===== config.mk =====
export PLATFORM = sky130hd
export DESIGN_NAME = mem_port_arbiter_flat
export DESIGN_NICKNAME = d
export VERILOG_FILES = /design/src/rtl/mem_port_arbiter_pkg.sv /design/src/rtl/mem_port_arbiter_if.sv /design/src/rtl/arb_stat_counter.sv /design/src/rtl/mem_port_arbiter.sv /design/src/flat_wrapper.sv
export SDC_FILE = /design/constraint.sdc
export NUM_CORES = 1
export LEC_CHECK = 0
export BUFFER_PORTS_ARGS = -buffer_cell sky130_fd_sc_hd__buf_2
export CORE_AREA = 5 5 299 301
export DETAILED_ROUTE_END_ITERATION = 10
export DIE_AREA = 0 0 304 306
export PLACE_DENSITY_LB_ADDON = 0.2
export SLEW_MARGIN = 20
export SYNTH_ARGS = -nofsm -noshare
export SYNTH_HDL_FRONTEND = slang
export SYNTH_SLANG_ARGS = --single-unit

===== constraint.sdc =====
create_clock -name clk -period 1.9 [get_ports clk]
set_input_delay 0.475 -clock clk [delete_from_list [all_inputs] [get_ports clk]]
set_output_delay 0.475 -clock clk [all_outputs]
set_load 0.01 [all_outputs]

===== src/rtl/mem_port_arbiter_pkg.sv =====
// Shared definitions for the memory port arbiter and the L1 cache miss engines.
// Holds the arbiter state encoding and the default line-address and line-data widths.
package mem_port_arbiter_pkg;

  localparam int DEF_ADDR_W = 28;
  localparam int DEF_LINE_W = 128;

  typedef enum logic [1:0] {
    IDLE    = 2'd0,
    GRANT_I = 2'd1,
    GRANT_D = 2'd2,
    RELEASE = 2'd3
  } arb_state_t;

endpackage


===== src/rtl/mem_port_arbiter_if.sv =====
// Bundles the I-cache, D-cache and off-chip memory line-port signals seen by the arbiter.
// The slave modport is the arbiter's view; the master modport is the view of the caches and memory.
interface mem_port_arbiter_if
  import mem_port_arbiter_pkg::*;
#(
  parameter int ADDR_W = DEF_ADDR_W,
  parameter int LINE_W = DEF_LINE_W
);

  logic              I_mem_read;
  logic [ADDR_W-1:0] I_mem_addr;
  logic [LINE_W-1:0] I_mem_rdata;
  logic              I_mem_ready;

  logic              D_mem_read;
  logic              D_mem_write;
  logic [ADDR_W-1:0] D_mem_addr;
  logic [LINE_W-1:0] D_mem_wdata;
  logic [LINE_W-1:0] D_mem_rdata;
  logic              D_mem_ready;

  logic              mem_read;
  logic              mem_write;
  logic [ADDR_W-1:0] mem_addr;
  logic [LINE_W-1:0] mem_wdata;
  logic [LINE_W-1:0] mem_rdata;
  logic              mem_ready;

  modport slave (
    input  I_mem_read, I_mem_addr,
    input  D_mem_read, D_mem_write, D_mem_addr, D_mem_wdata,
    input  mem_rdata, mem_ready,
    output I_mem_rdata, I_mem_ready,
    output D_mem_rdata, D_mem_ready,
    output mem_read, mem_write, mem_addr, mem_wdata
  );

  modport master (
    output I_mem_read, I_mem_addr,
    output D_mem_read, D_mem_write, D_mem_addr, D_mem_wdata,
    output mem_rdata, mem_ready,
    input  I_mem_rdata, I_mem_ready,
    input  D_mem_rdata, D_mem_ready,
    input  mem_read, mem_write, mem_addr, mem_wdata
  );

endinterface


===== src/rtl/arb_stat_counter.sv =====
// Wrapping statistics counter with an increment enable.
// It rolls over to zero after its all-ones value.
module arb_stat_counter #(
  parameter int CNT_W = 16
) (
  input  logic             clk,
  input  logic             rst_n,
  input  logic             inc,
  output logic [CNT_W-1:0] count
);

  always_ff @(posedge clk or negedge rst_n) begin
    if (!rst_n) begin
      count <= '0;
    end else if (inc) begin
      count <= count + 1'b1;
    end
  end

endmodule


===== src/rtl/mem_port_arbiter.sv =====
// Shares the single off-chip line-memory port between the I-cache and D-cache miss engines.
// One transaction at a time; D has priority, while I is guaranteed to win after MAX_SKIP lost conflicts.
module mem_port_arbiter
  import mem_port_arbiter_pkg::*;
#(
  parameter int ADDR_W   = DEF_ADDR_W,
  parameter int LINE_W   = DEF_LINE_W,
  parameter int MAX_SKIP = 2,
  parameter int CNT_W    = 16
) (
  input  logic             clk,
  input  logic             rst_n,
  mem_port_arbiter_if.slave bus,
  output logic [CNT_W-1:0] cnt_i_grant,
  output logic [CNT_W-1:0] cnt_d_grant,
  output logic [CNT_W-1:0] cnt_conflict
);

  arb_state_t        state;
  arb_state_t        state_next;
  logic              grant_i;
  logic              grant_d;
  logic              i_req;
  logic              d_req;
  logic              conflict;
  logic              done;
  logic [3:0]        skip_cnt;
  logic              cmd_read;
  logic              cmd_write;
  logic [ADDR_W-1:0] cmd_addr;
  logic [LINE_W-1:0] cmd_wdata;

  assign i_req    = bus.I_mem_read;
  assign d_req    = bus.D_mem_read | bus.D_mem_write;
  assign conflict = (state == IDLE) && i_req && d_req;
  assign done     = ((state == GRANT_I) || (state == GRANT_D)) && bus.mem_ready;

  always_ff @(posedge clk or negedge rst_n) begin
    if (!rst_n) begin
      state <= IDLE;
    end else begin
      state <= state_next;
    end
  end

  // Arbitration happens only in IDLE, so the requester that just completed is masked by RELEASE.
  always_comb begin
    state_next = state;
    grant_i    = 1'b0;
    grant_d    = 1'b0;
    case (state)
      IDLE: begin
        if (i_req && d_req) begin
          if (skip_cnt == 4'(MAX_SKIP)) grant_i = 1'b1;
          else                          grant_d = 1'b1;
        end else if (i_req) begin
          grant_i = 1'b1;
        end else if (d_req) begin
          grant_d = 1'b1;
        end
        if (grant_i) state_next = GRANT_I;
        if (grant_d) state_next = GRANT_D;
      end
      GRANT_I, GRANT_D: begin
        if (bus.mem_ready) state_next = RELEASE;
      end
      RELEASE: begin
        state_next = IDLE;
      end
      default: begin
        state_next = IDLE;
      end
    endcase
  end

  // Winner's command is frozen at grant time; a simultaneous read+write from D is taken as a write.
  always_ff @(posedge clk or negedge rst_n) begin
    if (!rst_n) begin
      cmd_read  <= 1'b0;
      cmd_write <= 1'b0;
      cmd_addr  <= '0;
      cmd_wdata <= '0;
    end else if (grant_i) begin
      cmd_read  <= 1'b1;
      cmd_write <= 1'b0;
      cmd_addr  <= bus.I_mem_addr;
    end else if (grant_d) begin
      cmd_read  <= ~bus.D_mem_write;
      cmd_write <= bus.D_mem_write;
      cmd_addr  <= bus.D_mem_addr;
      cmd_wdata <= bus.D_mem_wdata;
    end else if (done) begin
      cmd_read  <= 1'b0;
      cmd_write <= 1'b0;
    end
  end

  always_ff @(posedge clk or negedge rst_n) begin
    if (!rst_n) begin
      skip_cnt <= 4'd0;
    end else if (grant_i) begin
      skip_cnt <= 4'd0;
    end else if (grant_d && i_req && (skip_cnt < 4'(MAX_SKIP))) begin
      skip_cnt <= skip_cnt + 4'd1;
    end
  end

  assign bus.mem_read    = cmd_read;
  assign bus.mem_write   = cmd_write;
  assign bus.mem_addr    = cmd_addr;
  assign bus.mem_wdata   = cmd_wdata;
  assign bus.I_mem_ready = (state == GRANT_I) && bus.mem_ready;
  assign bus.D_mem_ready = (state == GRANT_D) && bus.mem_ready;
  assign bus.I_mem_rdata = bus.mem_rdata;
  assign bus.D_mem_rdata = bus.mem_rdata;

  arb_stat_counter #(.CNT_W(CNT_W)) u_cnt_i_grant (
    .clk   (clk),
    .rst_n (rst_n),
    .inc   (grant_i),
    .count (cnt_i_grant)
  );

  arb_stat_counter #(.CNT_W(CNT_W)) u_cnt_d_grant (
    .clk   (clk),
    .rst_n (rst_n),
    .inc   (grant_d),
    .count (cnt_d_grant)
  );

  arb_stat_counter #(.CNT_W(CNT_W)) u_cnt_conflict (
    .clk   (clk),
    .rst_n (rst_n),
    .inc   (conflict),
    .count (cnt_conflict)
  );

endmodule


===== src/flat_wrapper.sv =====
// flat-port wrapper written by rule: the top's interface ports become plain ports
module mem_port_arbiter_flat import mem_port_arbiter_pkg::*;
#(
  parameter int ADDR_W   = DEF_ADDR_W,
  parameter int LINE_W   = DEF_LINE_W,
  parameter int MAX_SKIP = 2,
  parameter int CNT_W    = 16
)
  (clk, rst_n, cnt_i_grant, cnt_d_grant, cnt_conflict, bus_I_mem_read, bus_I_mem_addr, bus_D_mem_read, bus_D_mem_write, bus_D_mem_addr, bus_D_mem_wdata, bus_mem_rdata, bus_mem_ready, bus_I_mem_rdata, bus_I_mem_ready, bus_D_mem_rdata, bus_D_mem_ready, bus_mem_read, bus_mem_write, bus_mem_addr, bus_mem_wdata);
  mem_port_arbiter_if #(.ADDR_W(ADDR_W), .LINE_W(LINE_W)) bus_i ();
  input  logic clk;
  input  logic rst_n;
  output logic [CNT_W-1:0] cnt_i_grant;
  output logic [CNT_W-1:0] cnt_d_grant;
  output logic [CNT_W-1:0] cnt_conflict;
  input wire logic [$bits(bus_i.I_mem_read)-1:0] bus_I_mem_read;
  input wire logic [$bits(bus_i.I_mem_addr)-1:0] bus_I_mem_addr;
  input wire logic [$bits(bus_i.D_mem_read)-1:0] bus_D_mem_read;
  input wire logic [$bits(bus_i.D_mem_write)-1:0] bus_D_mem_write;
  input wire logic [$bits(bus_i.D_mem_addr)-1:0] bus_D_mem_addr;
  input wire logic [$bits(bus_i.D_mem_wdata)-1:0] bus_D_mem_wdata;
  input wire logic [$bits(bus_i.mem_rdata)-1:0] bus_mem_rdata;
  input wire logic [$bits(bus_i.mem_ready)-1:0] bus_mem_ready;
  output wire logic [$bits(bus_i.I_mem_rdata)-1:0] bus_I_mem_rdata;
  output wire logic [$bits(bus_i.I_mem_ready)-1:0] bus_I_mem_ready;
  output wire logic [$bits(bus_i.D_mem_rdata)-1:0] bus_D_mem_rdata;
  output wire logic [$bits(bus_i.D_mem_ready)-1:0] bus_D_mem_ready;
  output wire logic [$bits(bus_i.mem_read)-1:0] bus_mem_read;
  output wire logic [$bits(bus_i.mem_write)-1:0] bus_mem_write;
  output wire logic [$bits(bus_i.mem_addr)-1:0] bus_mem_addr;
  output wire logic [$bits(bus_i.mem_wdata)-1:0] bus_mem_wdata;
  assign bus_i.I_mem_read = bus_I_mem_read;
  assign bus_i.I_mem_addr = bus_I_mem_addr;
  assign bus_i.D_mem_read = bus_D_mem_read;
  assign bus_i.D_mem_write = bus_D_mem_write;
  assign bus_i.D_mem_addr = bus_D_mem_addr;
  assign bus_i.D_mem_wdata = bus_D_mem_wdata;
  assign bus_i.mem_rdata = bus_mem_rdata;
  assign bus_i.mem_ready = bus_mem_ready;
  assign bus_I_mem_rdata = bus_i.I_mem_rdata;
  assign bus_I_mem_ready = bus_i.I_mem_ready;
  assign bus_D_mem_rdata = bus_i.D_mem_rdata;
  assign bus_D_mem_ready = bus_i.D_mem_ready;
  assign bus_mem_read = bus_i.mem_read;
  assign bus_mem_write = bus_i.mem_write;
  assign bus_mem_addr = bus_i.mem_addr;
  assign bus_mem_wdata = bus_i.mem_wdata;
  mem_port_arbiter #(.ADDR_W(ADDR_W), .LINE_W(LINE_W), .MAX_SKIP(MAX_SKIP), .CNT_W(CNT_W)) u_core (.clk(clk), .rst_n(rst_n), .bus(bus_i), .cnt_i_grant(cnt_i_grant), .cnt_d_grant(cnt_d_grant), .cnt_conflict(cnt_conflict));
endmodule

==> results.cfg <==
[run_status]
status = finished, violations left
violations = setup timing

[cts]
cts-buffers-inserted = 28
cts_sinks = 212
cts_tree = built
clk_path_buf_depth = 3
path_clk_slew_ps = 60
clock_latency_ps = 560
cts-root-buf = clkbuf_16
h-tree-depth = 1

[global_routing]
antenna_found_initial = 1
grt_pass1_wl_um = 56900
grt_pass1_vias = 8892
grt_max_degree = 50
overflow = 0
grt.total_usage = 0.0772

[min_path]
hold_path.class = in -> reg

[sta]
final-setup-viol-count = 18
clock.fmax_mhz = 507
tightest_slew_ps = 776
fin_ws_ps = -74.1
fin_skew_ps = 19.6
hold_viol = 0
slew-limit-headroom = 0.481
fin_crit_ps = 1970
post-route-period-util = 1.04
rsz0062_at_grt = yes
slew_viol_final = 0

[floorplanning]
start_util = 0.124
rows = 108
die_area_mm2 = 0.0930
core_region_area_mm2 = 0.0863
ios = 782
fp.dieH_um = 306
die_w_um = 304

[placement]
dp_cells = 2506
place.gp.congestion = 0.763
place_area_mm2 = 0.0126
portBuffers = 397
place_worst_setup_slack_ps = -15.7
hpwl_um = 29700

[routing]
ant_nets = 0
drcViolationCount = 0
dr.first_iter.drc_count = 293
wire_per_inst_um = 16.4
firstDrtPassIters = 4
routed_via_density = 3.30
via_count = 8556
wl_um = 42600

[power]
power.share.clock = 0.224
vdd_drop_max_v = 0.000600
seqPwrFrac = 0.331
p_leak_nw = 7.40
p_switching_mw = 8.98
power_frac_comb = 0.444
p_int_mw = 14.1
swShare = 0.389
power.density_mw_per_mm2 = 1570

[final_layout]
final_cell_mix = nand2_1 (395), buf_2 (394), dfrtp_1 (212)
area_delta_synth_final_pct = 37.0
nets = 1750
final_common_cell = nand2_1
post-route-cell-area_mm2 = 0.0147
drive_gt1_frac = 0.451
post-route-util = 0.170
instances_no_fill = 2592

[yosys]
synthesis.nets = 1516
ys_types = 41
synthCells = 1189
yosys_warnings = 0
syn_area_per_cell_um2 = 9.03
async_flop_share = 1.00
ys.flop_type = dfrtp_1
ys_seq_area_frac = 0.494
synth_edf_count = 0
ys_ff_latch = 212
synth_area_mm2 = 0.0107

[critical_path]
path_max_fanout = 2
arrival_ps = 1500
cp.required_ps = 1420
crit_path_end_kind = output port
crit_type = reg -> out
startpoint_type = flip-flop

[flow_run]
maxCapViolCount = 0
sequential cells by signal, summed over array words and instances (netlist names):
signal,flops
u_core.bus.mem_read,1
u_core.bus.mem_addr,28
u_core.u_cnt_conflict.count,16
u_core.skip_cnt,4
u_core.bus.mem_write,1
u_core.state,2
u_core.u_cnt_d_grant.count,16
u_core.bus.mem_wdata,128
u_core.u_cnt_i_grant.count,16
power groups by stage:
stage                     sequential [mW]  clock, mW  combinational [mW]
after global routing                 7.89       5.64                11.3
after global placement               7.63          0                8.40
after detailed placement             7.61          0                8.46
after floorplan                      8.29          0                4.11
after CTS                            7.57       5.48                8.70
final                                7.66       5.18                10.3
final timing paths:
kind	startpoint	endpoint	slack, ps	cells past startpoint
max	u_core.state[1]$_DFFE_PN0P_	bus_I_mem_ready	-70	5
min	bus_D_mem_wdata[98]	u_core.bus.mem_wdata[98]$_DFFE_PN0P_	100	3
max reg2reg	u_core.skip_cnt[0]$_DFFE_PN0P_	u_core.u_cnt_i_grant.count[9]$_DFFE_PN0P_	-50	8
min reg2reg	u_core.u_cnt_i_grant.count[15]$_DFFE_PN0P_	u_core.u_cnt_i_grant.count[15]$_DFFE_PN0P_	460	1
max in group asynchronous	rst_n	u_core.bus.mem_wdata[7]$_DFFE_PN0P_	840	3
min in group asynchronous	rst_n	u_core.bus.mem_addr[0]$_DFFE_PN0P_	450	2
cell usage after synthesis, types with 2 or more instances:
cell     count  share of area
buf_4      258           0.18
nand4_1      8         0.0047
and2_1       4         0.0023
xnor2_1     30          0.024
nor2_1      40          0.014
nor3_1      10         0.0047
ha_1         9          0.010
nand3_2      2         0.0019
buf_2       23          0.011
buf_1        5         0.0017
a21oi_1     58          0.027
nand2_1    436           0.15
dfrtp_1    212           0.49
buf_6       14          0.015
xor2_1      15          0.012
and3_1       3         0.0017
nor4_1       4         0.0023
nand3_1     22          0.010
mux2_2       2         0.0021
and4_1       5         0.0041
inv_1        9         0.0031
critical path: stages, from the launching register on:
cell	delay, ps
dfrtp_1	370
inv_2	50
buf_6	110
ha_4	140
and2_4	150
buf_6	110
timing repair:
| item | in CTS | in global routing |
|---|---|---|
| pin swaps | 3 | 72 |
| endpoints found under the setup margin | 15 | 97 |
| hold buffers | 1 | 0 |
| buffers inserted | 6 | 16 |
| resized for setup | 15 | 132 |
| endpoints found under the hold margin | 28 | 0 |
| cloned | 0 | 20 |
layout make-up:
| cell class | instances | area, um^2 |
|---|---|---|
| Fill cell | 9763 | 71600 |
| Sequential cell | 212 | 5310 |
| Multi-Input combinational cell | 667 | 3640 |
| Timing Repair Buffer | 505 | 3420 |
| Tap cell | 1155 | 1450 |
| Clock buffer | 40 | 797 |
| Clock inverter | 3 | 65.1 |
| Inverter | 9 | 33.8 |
| Antenna cell | 1 | 2.50 |
through the flow:
step / hold WS (ps) / setup TNS, ps / power, mW
final: 96.6 / -408 / 23.1
after global routing: 56.0 / -3520 / 24.8
after CTS: 35.6 / -262 / 21.8
after detailed placement: 456 / -21.3 / 16.1
after global placement: 454 / -8.39 / 16.0
after floorplan: 179 / 0 / 12.4
cells by family (layout without fill, tap and decap cells):
kind of cell             Yosys count  after routing  synth area share
AND/OR/NAND/NOR                  543            543             0.208
buffers and inverters            310            557             0.211
flip-flops                       212            212             0.494
AO/OA/AOI/OAI                     67             67            0.0360
XOR/XNOR                          46             46            0.0382
adder cells (fa/ha/maj)            9              9            0.0105
multiplexers                       2              2           0.00210
other                              0              1                 0
metal layers:
metal,vias to the layer above,wire [um],global-route usage
met3,106,4840,0.0425
met1,4050,16500,0.0859
met2,447,19200,0.122
li1,3951,-,-
met4,2,1880,0.0316
met5,-,112,0.00809
Power figures use the tool's default switching activity.
